--- src/rtl/fifo_line_reader_if.sv ---
// Stream bundle for fifo_line_reader: upstream FIFO pop port plus downstream pixel stream.
// Handshake: a word transfers on a rising edge where o_valid & o_ready; while o_valid & ~o_ready the producer holds o_data/o_sof/o_eol/o_eof stable. FIFO data is valid in the same cycle that fifo_rd_en is high and fifo_empty is low.
interface fifo_line_reader_if #(
  parameter int WIDTH = 8
);
  logic             fifo_empty;
  logic [WIDTH-1:0] fifo_rd_data;
  logic             fifo_rd_en;
  logic             o_ready;
  logic             o_valid;
  logic [WIDTH-1:0] o_data;
  logic             o_sof;
  logic             o_eol;
  logic             o_eof;

  modport master (
    input  fifo_empty, fifo_rd_data, o_ready,
    output fifo_rd_en, o_valid, o_data, o_sof, o_eol, o_eof
  );

  modport slave (
    output fifo_empty, fifo_rd_data, o_ready,
    input  fifo_rd_en, o_valid, o_data, o_sof, o_eol, o_eof
  );
endinterface

--- src/rtl/fifo_line_reader.sv ---
// Pops one frame of H_ACT x V_ACT pixels from a FIFO into a registered valid/ready stream with sof/eol/eof.
// Optional FIFO_LINE_READER_UNDERRUN_CNT_EN adds the underrun_cnt output (stall cycles caused by an empty FIFO).
module fifo_line_reader #(
  parameter int WIDTH = 8,
  parameter int H_ACT = 640,
  parameter int V_ACT = 480,
  parameter int H_GAP = 16
) (
  input  logic                clk,
  input  logic                rst_n,
  input  logic                start,
  fifo_line_reader_if.master  bus,
  output logic                busy,
  output logic                frame_done,
  output logic [1:0]          o_dbg_state
`ifdef FIFO_LINE_READER_UNDERRUN_CNT_EN
  ,
  output logic [15:0]         underrun_cnt
`endif
);

  typedef enum logic [1:0] {S_IDLE, S_READ, S_GAP, S_DRAIN} state_t;

  localparam logic [11:0] COL_LAST = 12'(H_ACT - 1);
  localparam logic [11:0] ROW_LAST = 12'(V_ACT - 1);
  localparam logic [7:0]  GAP_LAST = 8'((H_GAP > 0) ? H_GAP - 1 : 0);
  localparam bit          HAS_GAP  = (H_GAP > 0);

  state_t           r_state;
  state_t           w_next;
  logic [11:0]      r_col;
  logic [11:0]      r_row;
  logic [7:0]       r_gap;
  logic             r_valid;
  logic [WIDTH-1:0] r_data;
  logic             r_sof;
  logic             r_eol;
  logic             r_eof;
  logic             r_frame_done;

  logic w_out_free;
  logic w_pop;
  logic w_start;
  logic w_col_last;
  logic w_row_last;
  logic w_busy;

  // The output register can take a new word when it is empty or being drained this cycle.
  assign w_out_free = ~r_valid | bus.o_ready;
  assign w_start    = (r_state == S_IDLE) & start;
  assign w_col_last = (r_col == COL_LAST);
  assign w_row_last = (r_row == ROW_LAST);

  always_ff @(posedge clk or negedge rst_n) begin
    if (!rst_n) r_state <= S_IDLE;
    else        r_state <= w_next;
  end

  always_comb begin
    w_next = r_state;
    case (r_state)
      S_IDLE:  if (start) w_next = S_READ;
      S_READ: begin
        if (w_pop && w_col_last) begin
          if (w_row_last)   w_next = S_DRAIN;
          else if (HAS_GAP) w_next = S_GAP;
        end
      end
      S_GAP:   if (r_gap == GAP_LAST) w_next = S_READ;
      S_DRAIN: if (w_out_free) w_next = S_IDLE;
      default: w_next = S_IDLE;
    endcase
  end

  always_comb begin
    w_busy      = (r_state != S_IDLE);
    w_pop       = (r_state == S_READ) & ~bus.fifo_empty & w_out_free;
    o_dbg_state = r_state;
  end

  always_ff @(posedge clk or negedge rst_n) begin
    if (!rst_n) begin
      r_col <= '0;
      r_row <= '0;
    end else if (w_start) begin
      r_col <= '0;
      r_row <= '0;
    end else if (w_pop) begin
      if (w_col_last) begin
        r_col <= '0;
        r_row <= w_row_last ? '0 : r_row + 12'd1;
      end else begin
        r_col <= r_col + 12'd1;
      end
    end
  end

  // Gap counter restarts whenever the FSM is outside GAP, so GAP spans exactly H_GAP cycles.
  always_ff @(posedge clk or negedge rst_n) begin
    if (!rst_n)                r_gap <= '0;
    else if (r_state != S_GAP) r_gap <= '0;
    else                       r_gap <= r_gap + 8'd1;
  end

  always_ff @(posedge clk or negedge rst_n) begin
    if (!rst_n) begin
      r_valid <= 1'b0;
      r_data  <= '0;
      r_sof   <= 1'b0;
      r_eol   <= 1'b0;
      r_eof   <= 1'b0;
    end else if (w_pop) begin
      r_valid <= 1'b1;
      r_data  <= bus.fifo_rd_data;
      r_sof   <= (r_col == 12'd0) & (r_row == 12'd0);
      r_eol   <= w_col_last;
      r_eof   <= w_col_last & w_row_last;
    end else if (bus.o_ready) begin
      r_valid <= 1'b0;
    end
  end

  always_ff @(posedge clk or negedge rst_n) begin
    if (!rst_n) r_frame_done <= 1'b0;
    else        r_frame_done <= (r_state == S_DRAIN) & w_out_free;
  end

`ifdef FIFO_LINE_READER_UNDERRUN_CNT_EN
  always_ff @(posedge clk or negedge rst_n) begin
    if (!rst_n) begin
      underrun_cnt <= '0;
    end else if (w_start) begin
      underrun_cnt <= '0;
    end else if ((r_state == S_READ) && bus.fifo_empty && w_out_free &&
                 (underrun_cnt != 16'hFFFF)) begin
      underrun_cnt <= underrun_cnt + 16'd1;
    end
  end
`endif

  assign bus.fifo_rd_en = w_pop;
  assign bus.o_valid    = r_valid;
  assign bus.o_data     = r_data;
  assign bus.o_sof      = r_sof;
  assign bus.o_eol      = r_eol;
  assign bus.o_eof      = r_eof;
  assign busy           = w_busy;
  assign frame_done     = r_frame_done;

endmodule
--- src/flat_wrapper.sv ---
// flat-port wrapper written by rule: the top's interface ports become plain ports
module fifo_line_reader_flat 
#(
  parameter int WIDTH = 8,
  parameter int H_ACT = 640,
  parameter int V_ACT = 480,
  parameter int H_GAP = 16
)
  (clk, rst_n, start, busy, frame_done, o_dbg_state, bus_fifo_empty, bus_fifo_rd_data, bus_o_ready, bus_fifo_rd_en, bus_o_valid, bus_o_data, bus_o_sof, bus_o_eol, bus_o_eof);
  fifo_line_reader_if #(.WIDTH(WIDTH)) bus_i ();
  input  logic clk;
  input  logic rst_n;
  input  logic start;
  output logic busy;
  output logic frame_done;
  output logic [1:0] o_dbg_state;
  input wire logic [$bits(bus_i.fifo_empty)-1:0] bus_fifo_empty;
  input wire logic [$bits(bus_i.fifo_rd_data)-1:0] bus_fifo_rd_data;
  input wire logic [$bits(bus_i.o_ready)-1:0] bus_o_ready;
  output wire logic [$bits(bus_i.fifo_rd_en)-1:0] bus_fifo_rd_en;
  output wire logic [$bits(bus_i.o_valid)-1:0] bus_o_valid;
  output wire logic [$bits(bus_i.o_data)-1:0] bus_o_data;
  output wire logic [$bits(bus_i.o_sof)-1:0] bus_o_sof;
  output wire logic [$bits(bus_i.o_eol)-1:0] bus_o_eol;
  output wire logic [$bits(bus_i.o_eof)-1:0] bus_o_eof;
  assign bus_i.fifo_empty = bus_fifo_empty;
  assign bus_i.fifo_rd_data = bus_fifo_rd_data;
  assign bus_i.o_ready = bus_o_ready;
  assign bus_fifo_rd_en = bus_i.fifo_rd_en;
  assign bus_o_valid = bus_i.o_valid;
  assign bus_o_data = bus_i.o_data;
  assign bus_o_sof = bus_i.o_sof;
  assign bus_o_eol = bus_i.o_eol;
  assign bus_o_eof = bus_i.o_eof;
  fifo_line_reader #(.WIDTH(WIDTH), .H_ACT(H_ACT), .V_ACT(V_ACT), .H_GAP(H_GAP)) u_core (.clk(clk), .rst_n(rst_n), .start(start), .bus(bus_i), .busy(busy), .frame_done(frame_done), .o_dbg_state(o_dbg_state));
endmodule
--- config.mk ---
export PLATFORM = sky130hd
export DESIGN_NAME = fifo_line_reader_flat
export DESIGN_NICKNAME = d
export VERILOG_FILES = /design/src/rtl/fifo_line_reader_if.sv /design/src/rtl/fifo_line_reader.sv /design/src/flat_wrapper.sv
export SDC_FILE = /design/constraint.sdc
export NUM_CORES = 1
export LEC_CHECK = 0
export ABC_AREA = 1
export CAP_MARGIN = 0
export CORE_ASPECT_RATIO = 0.8
export CORE_MARGIN = 8
export CORE_UTILIZATION = 63
export CTS_BUF_LIST = sky130_fd_sc_hd__clkbuf_2
export CTS_CLUSTER_DIAMETER = 100
export DETAILED_ROUTE_END_ITERATION = 12
export PLACE_DENSITY = 0.88
export SLEW_MARGIN = 20
export SYNTH_ARGS = -nofsm -noshare
export SYNTH_HDL_FRONTEND = slang
export SYNTH_SLANG_ARGS = --single-unit
--- constraint.sdc ---
create_clock -name clk -period 2.9 [get_ports clk]
set_input_delay 0.725 -clock clk [delete_from_list [all_inputs] [get_ports clk]]
set_output_delay 0.725 -clock clk [all_outputs]
set_load 0.05 [all_outputs]
# --- Word-level counts from Yosys, hierarchy flattened ---
# Index checks and enable logic that the tools add are counted.
op_classes:
  n_reduce_logical: 10
  bitwise_logic: 9
  mux: 16
  n_addsub: 3
  n_eq_ne: 11
op_table:
  columns: ["op", "n"]
  rows:
  - ["$mux W12", 7]
  - ["$add A12 B1 Y12 const B", 2]
  - ["$logic_not A12 Y1", 2]
  - ["$eq A12 B10 Y1 const B", 1]
  - ["$eq A12 B9 Y1 const B", 1]
  - ["$add A8 B1 Y8 const B", 1]
  - ["$eq A8 B4 Y1 const B", 1]
  - ["$mux W2", 4]
  - ["$mux W8", 1]
  - ["$pmux W2 S4", 1]
  - ["$reduce_bool A2 Y1", 4]
  - ["$and A1 B1 Y1", 6]
  - ["$ne A2 B1 Y1 const B", 3]
  - ["$eq A2 B2 Y1 const B", 2]
  - ["$ne A2 B2 Y1 const B", 2]
  - ["$reduce_and A4 Y1", 1]
  - ["$mux W1", 3]
  - ["$eq A2 B1 Y1 const B", 1]
  - ["$logic_not A2 Y1", 1]
  - ["$not A1 Y1", 2]
  - ["$reduce_and A2 Y1", 1]
  - ["$logic_and A1 B1 Y1", 1]
  - ["$or A1 B1 Y1", 1]
word_totals:
  out_inout_bits: 17
  in_bits: 13
  reg_bits: 47
  wordCells: 59

# --- Depth between registers and ports, before layout ---
logic_depth:
  word_depth: 6
  ltp_mapped: 9
  ltp_nobuf: 9

# --- Least setup slack after synthesis ---
# OpenSTA, ideal clock, no wires.
synth_path:
  path_kind: "input to output"
  startpoint: "in bus_o_ready"
  endpoint: "out bus_fifo_rd_en"
  t_required_ps: 2175
  stages: 5
  setup_slack_ps: 729
  arrival_ps: 1446
  path_cell_list: "inv_1 -> nand2_1 -> inv_1 -> nor2_4 -> buf_2"
synth_between:
  elab_chain_cells: 2
synth_lines:
  columns: ["item", "line_no", "text"]
  rows:
  - ["start: declaration", "flat_wrapper.sv:19", "input wire logic [$bits(bus_i.o_ready)-1:0] bus_o_ready;"]
  - ["$or A1 B1 Y1", "fifo_line_reader.sv:49", "assign w_out_free = ~r_valid | bus.o_ready;"]
  - ["$and A1 B1 Y1", "fifo_line_reader.sv:77", "w_pop = (r_state == S_READ) & ~bus.fifo_empty & w_out_free;"]
  - ["end: declaration", "flat_wrapper.sv:20", "output wire logic [$bits(bus_i.fifo_rd_en)-1:0] bus_fifo_rd_en;"]
# No other way between the ends.

# --- Final worst setup path ---
layout_path:
  startpoint: "reg u_core.r_state[0] (netlist: u_core.o_dbg_state[0])"
  endpoint: "out busy"
layout_between:
  elab_chain_cells: 1
layout_lines:
  columns: ["item", "line_no", "text"]
  rows:
  - ["start: declaration", "fifo_line_reader.sv:29", "state_t r_state;"]
  - ["start signal: assignment", "fifo_line_reader.sv:56", "else r_state <= w_next;"]
  - ["$reduce_bool A2 Y1", "fifo_line_reader.sv:76", "w_busy = (r_state != S_IDLE);"]
  - ["end: declaration", "flat_wrapper.sv:14", "output logic busy;"]
# No other way between the ends.

==> impl_metrics.csv <==
group,metric,value,unit
run_status,status,"finished clean",
synthesis,synth_top_family_by_area,"simple AND/OR/NAND/NOR gates",
timing,maxSlewHeadroom,0.528,
clock_tree,cts_max_path_buffers,2,
finish,drive_above_1_share,0.0735,
power,p_sw_frac,0.439,
timing,fin_hold_ws,279,ps
power,ir_worst_vdd,482,uV
setup_path,cp.arrival,2020,ps
finish,nets,425,
clock_tree,path_clk_slew,250,ps
clock_tree,clk_latency,450,ps
grt,antenna_found_initial,0,
timing,tightestPinTransition,707,ps
timing,skew,27.0,ps
drt,drtAntennaViolNets,0,
clock_tree,cts_max_level,2,
finish,layout_common_cells,"nand2_1 (116), dfrtp_1 (47), nand3_1 (46), nor2_1 (46), inv_1 (38)",
synthesis,syn_area_per_cell,7.20,sq um
power,seqPwrFrac,0.401,
drt,wl_per_cell,13.4,microns
synthesis,synth_area,2700,sq um
power,power.density,673,nW/um^2
grt,gr-usage-all-layers,0.208,
synthesis,synth-compound-area-share,0.0519,
timing,setup_viol,0,
finish,final_area,3110,sq um
synthesis,ys_types,25,
synthesis,synth.top_cells.by_area,"dfrtp_1 (44%), nand2_1 (16%), nand3_1 (8.5%), nor2_1 (6.4%), inv_1 (5.3%)",
die,rows,21,
place,dp_hpwl,4520,microns
synthesis,synth_xor_area_frac,0.0130,
power,switchingPower,0.919,mW
timing,setup_ws,160,ps
power,power_frac_comb,0.427,
synthesis,postSynthCellCount,375,
die,dieWidth,89.2,microns
setup_path,crit_path_start_kind,"flop",
die,io_pins,30,
timing,min_period,2740,ps
finish,diodes,0,
job,cap_violations,0,
clock_tree,cts_tree,"yes",
drt,drc,0,
die,die_area,6650,sq um
synthesis,synthesis.nets,393,
synthesis,yosys.area_share.simple,0.396,
grt,globalRouteOverflowTotal,0,
worst_hold_path,hold_path_class,"in -> async",
place,gp_congestion,0.871,
setup_path,critPathCaptureType,"output port",
finish,layout_commonest_cell,"nand2_1",
clock_tree,holdBufCountCts,0,
timing,rsz0062_at_grt,"false",
grt,grt_pass1_wl,10600,microns
power,p_total,2.09,mW
synthesis,synthAdderAreaFrac,0.0232,
timing,fin_crit_sh,0.945,
drt,drtIter0Drc,199,
clock_tree,clock_sinks,47,
timing,fmax,365,MHz
setup_path,critPathKind,"reg -> out",
die,start_util,0.651,
timing,slew_violations,0,
place,place_area,3050,sq um
synthesis,synth_top_area_share,0.435,
drt,vias,2558,
power,p_int,1.17,mW
setup_path,cp_max_fo,6,
die,die_height,74.6,microns
power,leakage,1.53,nW
drt,wl,6240,microns
clock_tree,root_buffer,"clkbuf_2",
synthesis,yosysSeqAreaShare,0.435,
die,core_area,4150,sq um
drt,avgViaCountPerCell,5.50,
grt,grt_pass1_vias,2334,
clock_tree,numCtsBuffers,5,
finish,syn2layout_area_growth,15.2,%
synthesis,yosys.area.top_type,"dfrtp_1",
synthesis,ys_seq_elements,47,
clock_tree,cts-resized-gates,0,
place,dp_slack,386,ps
setup_path,required,2170,ps
drt,drtPass1Iterations,5,
synthesis,synthMuxAreaShare,0,
clock_tree,post_cts_buffers,0,
timing,finalSetupTns,0,ps
finish,fill_cells,348,
place,portBuffers,29,
synthesis,ys_warn_count,0,
grt,grt_start_max_net_pins,32,
power,pwr-share-clk,0.172,
timing,hold_viol,0,
[cells by family (layout without fill, tap and decap cells)]
kind of cell	after synthesis	in the layout
DFF	47	47
xor gates and xnor gates	4	4
and+or+nand+nor	240	240
adders and majority gates	5	5
AOI/OAI and AO/OA	28	28
buffers and inverters	51	84
[path summary, 6_finish.rpt]
check                                            from          endpoint  slack (ps)  cells past startpoint
worst max-delay path            u_core.o_dbg_state[0]              busy         160                      3
worst min-delay path                            rst_n   u_core.r_row[4]         280                      1
worst max register to register  u_core.o_dbg_state[1]   u_core.r_row[1]        1090                      8
worst min register to register        u_core.r_gap[0]   u_core.r_gap[0]         500                      1
max in group asynchronous                       rst_n  u_core.bus.o_eol        1990                      2
min in group clk                      u_core.r_gap[0]   u_core.r_gap[0]         500                      1
[flip-flops by register name, summed over array words and instances (netlist names)]
register            cells
u_core.r_col           12
u_core.r_row           12
u_core.bus.o_data       8
u_core.r_gap            8
u_core.o_dbg_state      2
u_core.bus.o_eof        1
u_core.bus.o_eol        1
u_core.bus.o_sof        1
u_core.bus.o_valid      1
u_core.frame_done       1
[cell type report]
class	instances	area [sq um]	area share
Tap cell	57	71.3	0.0229
Sequential cell	47	1180	0.378
Multi-Input combinational cell	277	1310	0.421
Timing Repair Buffer	34	333	0.107
Clock inverter	3	38.8	0.0125
Clock buffer	5	25.0	0.00804
Inverter	42	159	0.0511
[worst max-delay path, cell delays in order, from the launching register on]
cell and delay [ps]:
dfrtp_1 550, inv_2 120, nand2_1 100, clkdlybuf4s50_1 810
[routing by layer]
layer  up-vias  share of wire  global-route usage
met5         -              0                   0
met4         0          0.013              0.0827
met3         7          0.098              0.0596
met2       113           0.43               0.313
met1      1177           0.46               0.276
li1       1261              -                   -
[synth_stat cells]
| master | instances |
|---|---|
| nor2_1 | 46 |
| nand3_2 | 3 |
| o21ai_1 | 1 |
| clkinv_2 | 1 |
| dfrtp_1 | 47 |
| ha_1 | 5 |
| o21ai_0 | 21 |
| and2_1 | 1 |
| buf_2 | 4 |
| a21oi_1 | 6 |
| inv_2 | 3 |
| clkbuf_1 | 2 |
| nand3_4 | 1 |
| xor2_1 | 4 |
| nand3b_1 | 1 |
| nor3_1 | 5 |
| buf_6 | 2 |
| nor2_2 | 2 |
| inv_1 | 38 |
| nand2_1 | 116 |
| nand4_1 | 13 |
| nand2_2 | 3 |
| buf_4 | 1 |
| nor2_4 | 3 |
| nand3_1 | 46 |
[per-stage QoR]
stage / util / cells
floorplan: - / 375
global placement: 0.734 / 457
detailed placement: 0.734 / 457
CTS: 0.750 / 465
global route: 0.750 / 465
finish: 0.750 / 465
[power groups by stage]
stage               logic, mW  clock network (mW)  registers [mW]
finish                  0.893               0.360           0.840
global route            0.961               0.393           0.856
global placement        0.871                   0           0.843
floorplan               0.353                   0            1.08
detailed placement      0.895                   0           0.848
CTS                     0.900               0.369           0.840
No activity file was read; power rests on OpenSTA's default activity.
